$ cat config.mk
export PLATFORM = sky130hd
export DESIGN_NAME = fetch_ctrl_flat
export DESIGN_NICKNAME = d
export VERILOG_FILES = /design/src/rtl/fetch_ctrl_if.sv /design/src/rtl/fetch_ctrl.sv /design/src/flat_wrapper.sv
export SDC_FILE = /design/constraint.sdc
export NUM_CORES = 1
export LEC_CHECK = 0
export BUFFER_PORTS_ARGS = -buffer_cell sky130_fd_sc_hd__buf_2
export CORE_MARGIN = 8
export CORE_UTILIZATION = 48
export DETAILED_ROUTE_END_ITERATION = 8
export HOLD_SLACK_MARGIN = 0.05
export MAX_ROUTING_LAYER = met4
export PLACE_DENSITY_LB_ADDON = 0.05
export REMOVE_ABC_BUFFERS = 1
export SLEW_MARGIN = 20
export SYNTH_ARGS = -nofsm -noshare
export SYNTH_HDL_FRONTEND = slang
export SYNTH_SLANG_ARGS = --single-unit
export TNS_END_PERCENT = 20
$ cat constraint.sdc
create_clock -name CLK -period 3.69 [get_ports CLK]
set_input_delay 0.369 -clock CLK [delete_from_list [all_inputs] [get_ports CLK]]
set_output_delay 0.369 -clock CLK [all_outputs]
set_load 0.1 [all_outputs]
$ cat src/rtl/fetch_ctrl_if.sv
// Memory read bus between the fetch controller and instruction memory.
//   mem_req   : read request, held high until mem_ack
//   mem_addr  : read address (AW bits)
//   mem_ack   : read data valid this cycle
//   mem_rdata : 16-bit read data
// master = fetch controller, slave = memory.
interface fetch_ctrl_if #(
    parameter int unsigned AW = 12
);
    logic          mem_req;
    logic [AW-1:0] mem_addr;
    logic          mem_ack;
    logic [15:0]   mem_rdata;

    modport master (
        output mem_req,
        output mem_addr,
        input  mem_ack,
        input  mem_rdata
    );

    modport slave (
        input  mem_req,
        input  mem_addr,
        output mem_ack,
        output mem_rdata
    );
endinterface

$ cat src/rtl/fetch_ctrl.sv
// Instruction fetch controller: walks the program counter, issues memory
// reads, hands fetched words to the instruction register, halts on HLT_OP
// and aborts a read that is not acknowledged within TIMEOUT cycles.
// Ports:
//   CLK, RST     : clock, asynchronous active-high reset
//   mem          : memory read bus (master side)
//   start        : begin/resume fetching (IDLE or HALT)
//   stop         : return to IDLE after the current load
//   branch       : load pc from branch_addr
//   branch_addr  : branch target
//   inIR         : fetched instruction word
//   irLD, irCLR  : one-cycle load / clear strobes for the instruction register
//   pc           : program counter
//   busy, halted : state flags (REQ/LOAD, HALT)
//   err          : sticky read-timeout flag
module fetch_ctrl #(
    parameter int unsigned AW      = 12,
    parameter int unsigned TIMEOUT = 16,
    parameter logic [15:0] HLT_OP  = 16'h7001
) (
    input  logic          CLK,
    input  logic          RST,
    fetch_ctrl_if.master  mem,
    input  logic          start,
    input  logic          stop,
    input  logic          branch,
    input  logic [AW-1:0] branch_addr,
    output logic [15:0]   inIR,
    output logic          irLD,
    output logic          irCLR,
    output logic [AW-1:0] pc,
    output logic          busy,
    output logic          halted,
    output logic          err
);

    localparam int unsigned TW = $clog2(TIMEOUT + 1);

    typedef enum logic [1:0] {
        IDLE = 2'd0,
        REQ  = 2'd1,
        LOAD = 2'd2,
        HALT = 2'd3
    } state_t;

    state_t        state;
    logic [TW-1:0] tcnt;

    // State-decoded outputs: they drop as soon as reset forces IDLE.
    assign mem.mem_req  = (state == REQ);
    assign mem.mem_addr = pc;
    assign irLD         = (state == LOAD);
    assign busy         = (state == REQ) || (state == LOAD);
    assign halted       = (state == HALT);

    // Fetch sequencing, pc update, timeout and error tracking.
    always_ff @(posedge CLK or posedge RST) begin
        if (RST) begin
            state <= IDLE;
            pc    <= '0;
            inIR  <= '0;
            tcnt  <= '0;
            irCLR <= 1'b0;
            err   <= 1'b0;
        end else begin
            irCLR <= 1'b0;
            case (state)
                IDLE: begin
                    if (branch) pc <= branch_addr;
                    if (start) begin
                        state <= REQ;
                        tcnt  <= '0;
                        err   <= 1'b0;
                    end
                end
                REQ: begin
                    // An ack on the final allowed cycle still wins over the abort.
                    if (mem.mem_ack) begin
                        inIR  <= mem.mem_rdata;
                        state <= LOAD;
                    end else if (tcnt == TW'(TIMEOUT - 1)) begin
                        state <= IDLE;
                        irCLR <= 1'b1;
                        err   <= 1'b1;
                    end else begin
                        tcnt <= tcnt + TW'(1);
                    end
                end
                LOAD: begin
                    pc <= branch ? branch_addr : pc + AW'(1);
                    if (inIR == HLT_OP) begin
                        state <= HALT;
                    end else if (stop) begin
                        state <= IDLE;
                    end else begin
                        state <= REQ;
                        tcnt  <= '0;
                    end
                end
                HALT: begin
                    if (branch) pc <= branch_addr;
                    if (start) begin
                        state <= REQ;
                        tcnt  <= '0;
                    end
                end
                default: state <= IDLE;
            endcase
        end
    end

endmodule

$ cat src/flat_wrapper.sv
// flat-port wrapper written by rule: the top's interface ports become plain ports
module fetch_ctrl_flat 
#(
    parameter int unsigned AW      = 12,
    parameter int unsigned TIMEOUT = 16,
    parameter logic [15:0] HLT_OP  = 16'h7001
)
  (CLK, RST, start, stop, branch, branch_addr, inIR, irLD, irCLR, pc, busy, halted, err, mem_mem_req, mem_mem_addr, mem_mem_ack, mem_mem_rdata);
  fetch_ctrl_if #(.AW(AW)) mem_i ();
  input  logic CLK;
  input  logic RST;
  input  logic start;
  input  logic stop;
  input  logic branch;
  input  logic [AW-1:0] branch_addr;
  output logic [15:0] inIR;
  output logic irLD;
  output logic irCLR;
  output logic [AW-1:0] pc;
  output logic busy;
  output logic halted;
  output logic err;
  output wire logic [$bits(mem_i.mem_req)-1:0] mem_mem_req;
  output wire logic [$bits(mem_i.mem_addr)-1:0] mem_mem_addr;
  input wire logic [$bits(mem_i.mem_ack)-1:0] mem_mem_ack;
  input wire logic [$bits(mem_i.mem_rdata)-1:0] mem_mem_rdata;
  assign mem_mem_req = mem_i.mem_req;
  assign mem_mem_addr = mem_i.mem_addr;
  assign mem_i.mem_ack = mem_mem_ack;
  assign mem_i.mem_rdata = mem_mem_rdata;
  fetch_ctrl #(.AW(AW), .TIMEOUT(TIMEOUT), .HLT_OP(HLT_OP)) u_core (.CLK(CLK), .RST(RST), .mem(mem_i), .start(start), .stop(stop), .branch(branch), .branch_addr(branch_addr), .inIR(inIR), .irLD(irLD), .irCLR(irCLR), .pc(pc), .busy(busy), .halted(halted), .err(err));
endmodule
Word level (Yosys, flattened, before mapping)

Index checks and enable logic that the tools add are counted.

Flip-flop bits (word level): 37
Bits of input ports: 34
Output and inout bits: 46
Word-level logic and storage cells: 54

Add/subtract/negate cells: 2
Equality and inequality tests: 14
Muxes and demuxes: 22
Reduce and logical (&&, ||, !) cells: 10

Operators with widths:

| cell                                            | count |
|---|---|
| 2-to-1 mux 5 bit                                | 5 |
| 2-to-1 mux 12 bit                               | 2 |
| case mux 12 bit (2 select lines)                | 1 |
| == test 16 x 15 -> 1 bit, second input constant | 1 |
| case mux 5 bit (3 select lines)                 | 1 |
| adder 12 x 1 -> 12 bit, second input constant   | 1 |
| != test 2 bit, second input constant            | 5 |
| 2-to-1 mux 2 bit                                | 4 |
| 2-to-1 mux 1 bit                                | 7 |
| != test 2 x 1 -> 1 bit, second input constant   | 3 |
| case mux 2 bit (3 select lines)                 | 1 |
| AND reduction 2 bit                             | 3 |
| adder 5 x 1 -> 5 bit, second input constant     | 1 |
| == test 5 x 4 -> 1 bit, second input constant   | 1 |
| AND reduction 5 bit                             | 1 |
| == test 2 bit, second input constant            | 2 |
| AND reduction 4 bit                             | 1 |
| nonzero test 2 bit                              | 2 |
| != test 3 x 1 -> 1 bit, second input constant   | 1 |
| == test 2 x 1 -> 1 bit, second input constant   | 1 |
| zero test 2 bit                                 | 1 |
| case mux 1 bit (2 select lines)                 | 1 |
| OR reduction 2 bit                              | 1 |
| logical OR 1 bit                                | 1 |

Depth between registers and ports, before layout

Depth in word-level cells: 4
Gate-level depth with buffers: 8
Depth with buffers taken out: 8

Least setup slack after synthesis

No wires, ideal clock.

Path type: register to register
From: register u_core.state[0]
To: register u_core.tcnt[0]
Library setup time: 125 ps
Arrival: 2381 ps
Required time: 3565 ps
Setup slack: 1184 ps
Stages on the path, launching flop included: 7
Path buffers: 0
Period minus slack after synthesis: 2506 ps
Cell sequence: dfrtp_1 -> inv_1 -> ha_1 -> nor4b_2 -> nand4_1 -> o21a_2 -> mux2_4

Elaborated cells between the ends (all ways): 12
Those cells by class: eq/ne (8); mux (1); reduce/logical (3)

RTL lines:

| element                       | line               | text |
|---|---|---|
| from (decl)                   | fetch_ctrl.sv:46   | `state_t state;` |
| from (signal assigned)        | fetch_ctrl.sv:59   | `state <= IDLE;` |
| from (signal assigned)        | fetch_ctrl.sv:71   | `state <= REQ;` |
| from (signal assigned)        | fetch_ctrl.sv:80   | `state <= LOAD;` |
| == test 2 bit (*)             | -                  |  |
| net irLD                      | flat_wrapper.sv:17 | `output logic irLD;` |
| != test 2 bit (no line)       | -                  |  |
| AND reduction 5 bit (no line) | -                  |  |
| to (signal assigned)          | fetch_ctrl.sv:86   | `tcnt <= tcnt + TW'(1);` |
| to (decl)                     | fetch_ctrl.sv:47   | `logic [TW-1:0] tcnt;` |

The timed path passes the listed nets; every way through them passes the cells marked *.
A chain may end at the register's enable or synchronous reset.

Worst setup path after layout

From: register u_core.state[0]
To: register u_core.pc[10] (netlist: u_core.mem.mem_addr[10])

Word-level cells in the longest chain between the ends: 4
Elaborated cells between the ends (all ways): 8
Those cells by class: eq/ne (3); mux (1); reduce/logical (4)

RTL lines:

| element                                                                | line              | text |
|---|---|---|
| == test 2 bit or zero test 2 bit (tied branches)                       | fetch_ctrl.sv:67  | `case (state)` |
| OR reduction 2 bit (no line)                                           | -                 |  |
| != test 2 x 1 -> 1 bit (no line) or nonzero test 2 bit (tied branches) | -                 |  |
| AND reduction 2 bit (no line)                                          | -                 |  |
| to (signal assigned)                                                   | fetch_ctrl.sv:69  | `if (branch) pc <= branch_addr;` |
| to (signal assigned)                                                   | fetch_ctrl.sv:90  | `pc <= branch ? branch_addr : pc + AW'(1);` |
| to (signal assigned)                                                   | fetch_ctrl.sv:101 | `if (branch) pc <= branch_addr;` |
| to (decl)                                                              | fetch_ctrl.sv:31  | `output logic [AW-1:0] pc,` |

Several ways; a longest one is shown, not always the timed one.

==> out/qor.yml <==
finish:
  final_cell_mix: "buf_2 (79), dfrtp_1 (37), o21ai_0 (20), nand2_1 (17), mux2_2 (17)"
  final_nets: 320
  diodes: 0
  drive_gt1_frac: 0.396
  fill_cells: 376
  flow.area_growth_from_synthesis_pct: 20.9
  utilization: 0.587
  final_area_um2: 2490
  final_common_cell: "buf_2"
sta:
  finalSetupTns_ns: 0
  fin_crit_sh: 0.632
  hold_violations: 0
  setup_violations: 0
  skew_ns: 0.00201
  period_needed_ns: 2.33
  tightest_slew_ns: 0.697
  setup_slack_ns: 1.36
  maxSlewViolCount: 0
  maxClockFrequency_ghz: 0.429
  slew_headroom: 0.536
  rsz0062_at_grt: "no"
synth:
  ys_types: 42
  synth_top_area_share: 0.450
  ys_seq_area_frac: 0.450
  ys_ff_latch: 37
  syn_inst: 211
  synth_top_area_cell: "dfrtp_1"
  async_flop_share: 1.00
  synthTopCellsByArea: "dfrtp_1 (45%), mux2_2 (9.3%), o21ai_0 (4.9%)"
  synthFlopType: "dfrtp_1"
  synth-edff-count: 0
  syn_avg_cell_area_um2: 9.75
  yosysWarningCount: 0
  netlist_area_um2: 2060
worst_hold_path:
  min_path_type: "in -> async"
route:
  ant_nets: 0
  first_iter_violations: 90
  num_vias: 1791
  firstDrtPassIters: 4
  drcViolationCount: 0
  wire_per_inst_um: 15.3
  viasPerCell: 5.39
  routed_wl_mm: 5.08
floorplanning:
  design.die.area_um2: 6640
  num_io_pins: 80
  coreArea_um2: 4230
  rows: 24
  fp.dieH_um: 81.5
  die_w_um: 81.5
  start_util: 0.486
cts:
  cts_buffer_depth: 2
  ctsRootBufferMaster: "clkbuf_8"
  cts_buffers: 5
  clk_pin_slew_worst_paths_ns: 0.07
  postCtsSetupRepairBufs: 0
  cts_tree: "yes"
  postCtsResizedCells: 0
  htreeDepth: 2
  clk-insertion-delay-late_ns: 0.29
  ctsHoldBuffers: 0
  clock_sinks: 37
worst_setup_path:
  criticalPathCategory: "reg -> reg"
  crit_slowest_cell: "nor2b_1"
  critPathCaptureType: "register"
  slowest_delay_ns: 0.58
  cp_cell_sequence: "inv_1 -> ha_1 -> nor2b_1 -> nand2_1 -> o32ai_1 -> a21oi_1"
  crit_family: "simple AND/OR/NAND/NOR gates"
  cp-start-kind: "register"
  crit_fanout: 13
  critPathRequiredTime_ns: 3.83
  path_buf_inv: 1
  arrival_ns: 2.47
place:
  hpwl_mm: 3.86
  placed_area_um2: 2400
  routabilityCongestion: 0.852
  port_buffers: 79
  place_ws_ns: 1.34
status:
  status: "finished clean"
global_routing:
  grt_pass1_wl_mm: 8.69
  first_global_vias: 1904
  grt-ovfl-total: 0
  grt.total_usage: 0.170
  grt_max_degree: 38
  antenna_found_initial: 0
run:
  maxCapViolations: 0
-- kinds of logic (layout without fill, tap and decap cells) --
logic type                 after synthesis  count (layout)  synth area share
adders and majority gates                7               7            0.0426
muxes                                   18              18             0.100
and+or+nand+nor                         60              60             0.156
DFF                                     37              37             0.450
buffers and inverters                   30              99            0.0803
AOI/OAI and AO/OA                       59              59             0.171
-- cell usage after synthesis, types with 2 or more instances --
master      n
dfrtp_1    37
o21ai_0    20
mux2_2     17
nand2_1    17
a21oi_1    16
buf_4      12
inv_1      11
nor2_1     10
ha_1        7
nand3_1     7
buf_2       6
nand4_1     5
o22ai_1     5
nand2b_1    4
a31oi_1     3
nor4_1      3
a21boi_0    2
a22oi_1     2
nand3b_1    2
o2bb2ai_1   2
o32ai_1     2
-- worst paths after layout --
check / start / end / slack, ns / cells after the start
min in group CLK: mem_mem_rdata[12] / u_core.inIR[12]$_DFFE_PP0P_ / 0.31 / 2
worst min register to register: u_core.inIR[10]$_DFFE_PP0P_ / u_core.inIR[10]$_DFFE_PP0P_ / 0.53 / 1
worst min-delay path: RST / u_core.inIR[12]$_DFFE_PP0P_ / 0.17 / 3
worst max-delay path: u_core.state[0]$_DFFE_PP0P_ / u_core.mem.mem_addr[10]$_DFFE_PP0P_ / 1.36 / 6
max in group asynchronous: RST / u_core.mem.mem_addr[7]$_DFFE_PP0P_ / 3.19 / 3
worst max register to register: u_core.state[0]$_DFFE_PP0P_ / u_core.mem.mem_addr[10]$_DFFE_PP0P_ / 1.36 / 6
-- sequential cells by signal (all words and copies together), names as in the netlist --
register,cells
u_core.irCLR,1
u_core.mem.mem_addr,12
u_core.err,1
u_core.inIR,16
u_core.tcnt,5
u_core.state,2
-- cell type report --
| class | count | area (um2) | share of cell area |
|---|---|---|---|
| clock inverters | 3 | 17.5 | 0.00704 |
| well taps | 52 | 65.1 | 0.0262 |
| flip-flops and latches | 37 | 926 | 0.372 |
| repair buffers | 80 | 403 | 0.162 |
| multi-input cells | 144 | 966 | 0.388 |
| clock buffers | 5 | 68.8 | 0.0277 |
| inverters | 11 | 41.3 | 0.0166 |
-- stage by stage --
step / cells / hold slack (ns)
after floorplan: 192 / 0.450
after global placement: 324 / 0.506
after detailed placement: 324 / 0.506
after CTS: 332 / 0.189
after global routing: 332 / 0.221
final: 332 / 0.170
-- worst min-delay path: stages --
cell and delay [ns]:
buf_2 0.09, inv_1 0.04, buf_4 0.39
-- routing by layer --
metal / track usage / part of all wire / vias to the layer above
met2: 0.262 / 0.47 / 66
met5: - / 0 / -
met1: 0.212 / 0.44 / 830
met3: 0.0514 / 0.077 / 7
li1: - / - / 888
met4: 0.0446 / 0.012 / 0
Power is left out: the tool's default activity adds up to more than one toggle a clock period on the data nets, which glitch-free logic cannot reach.
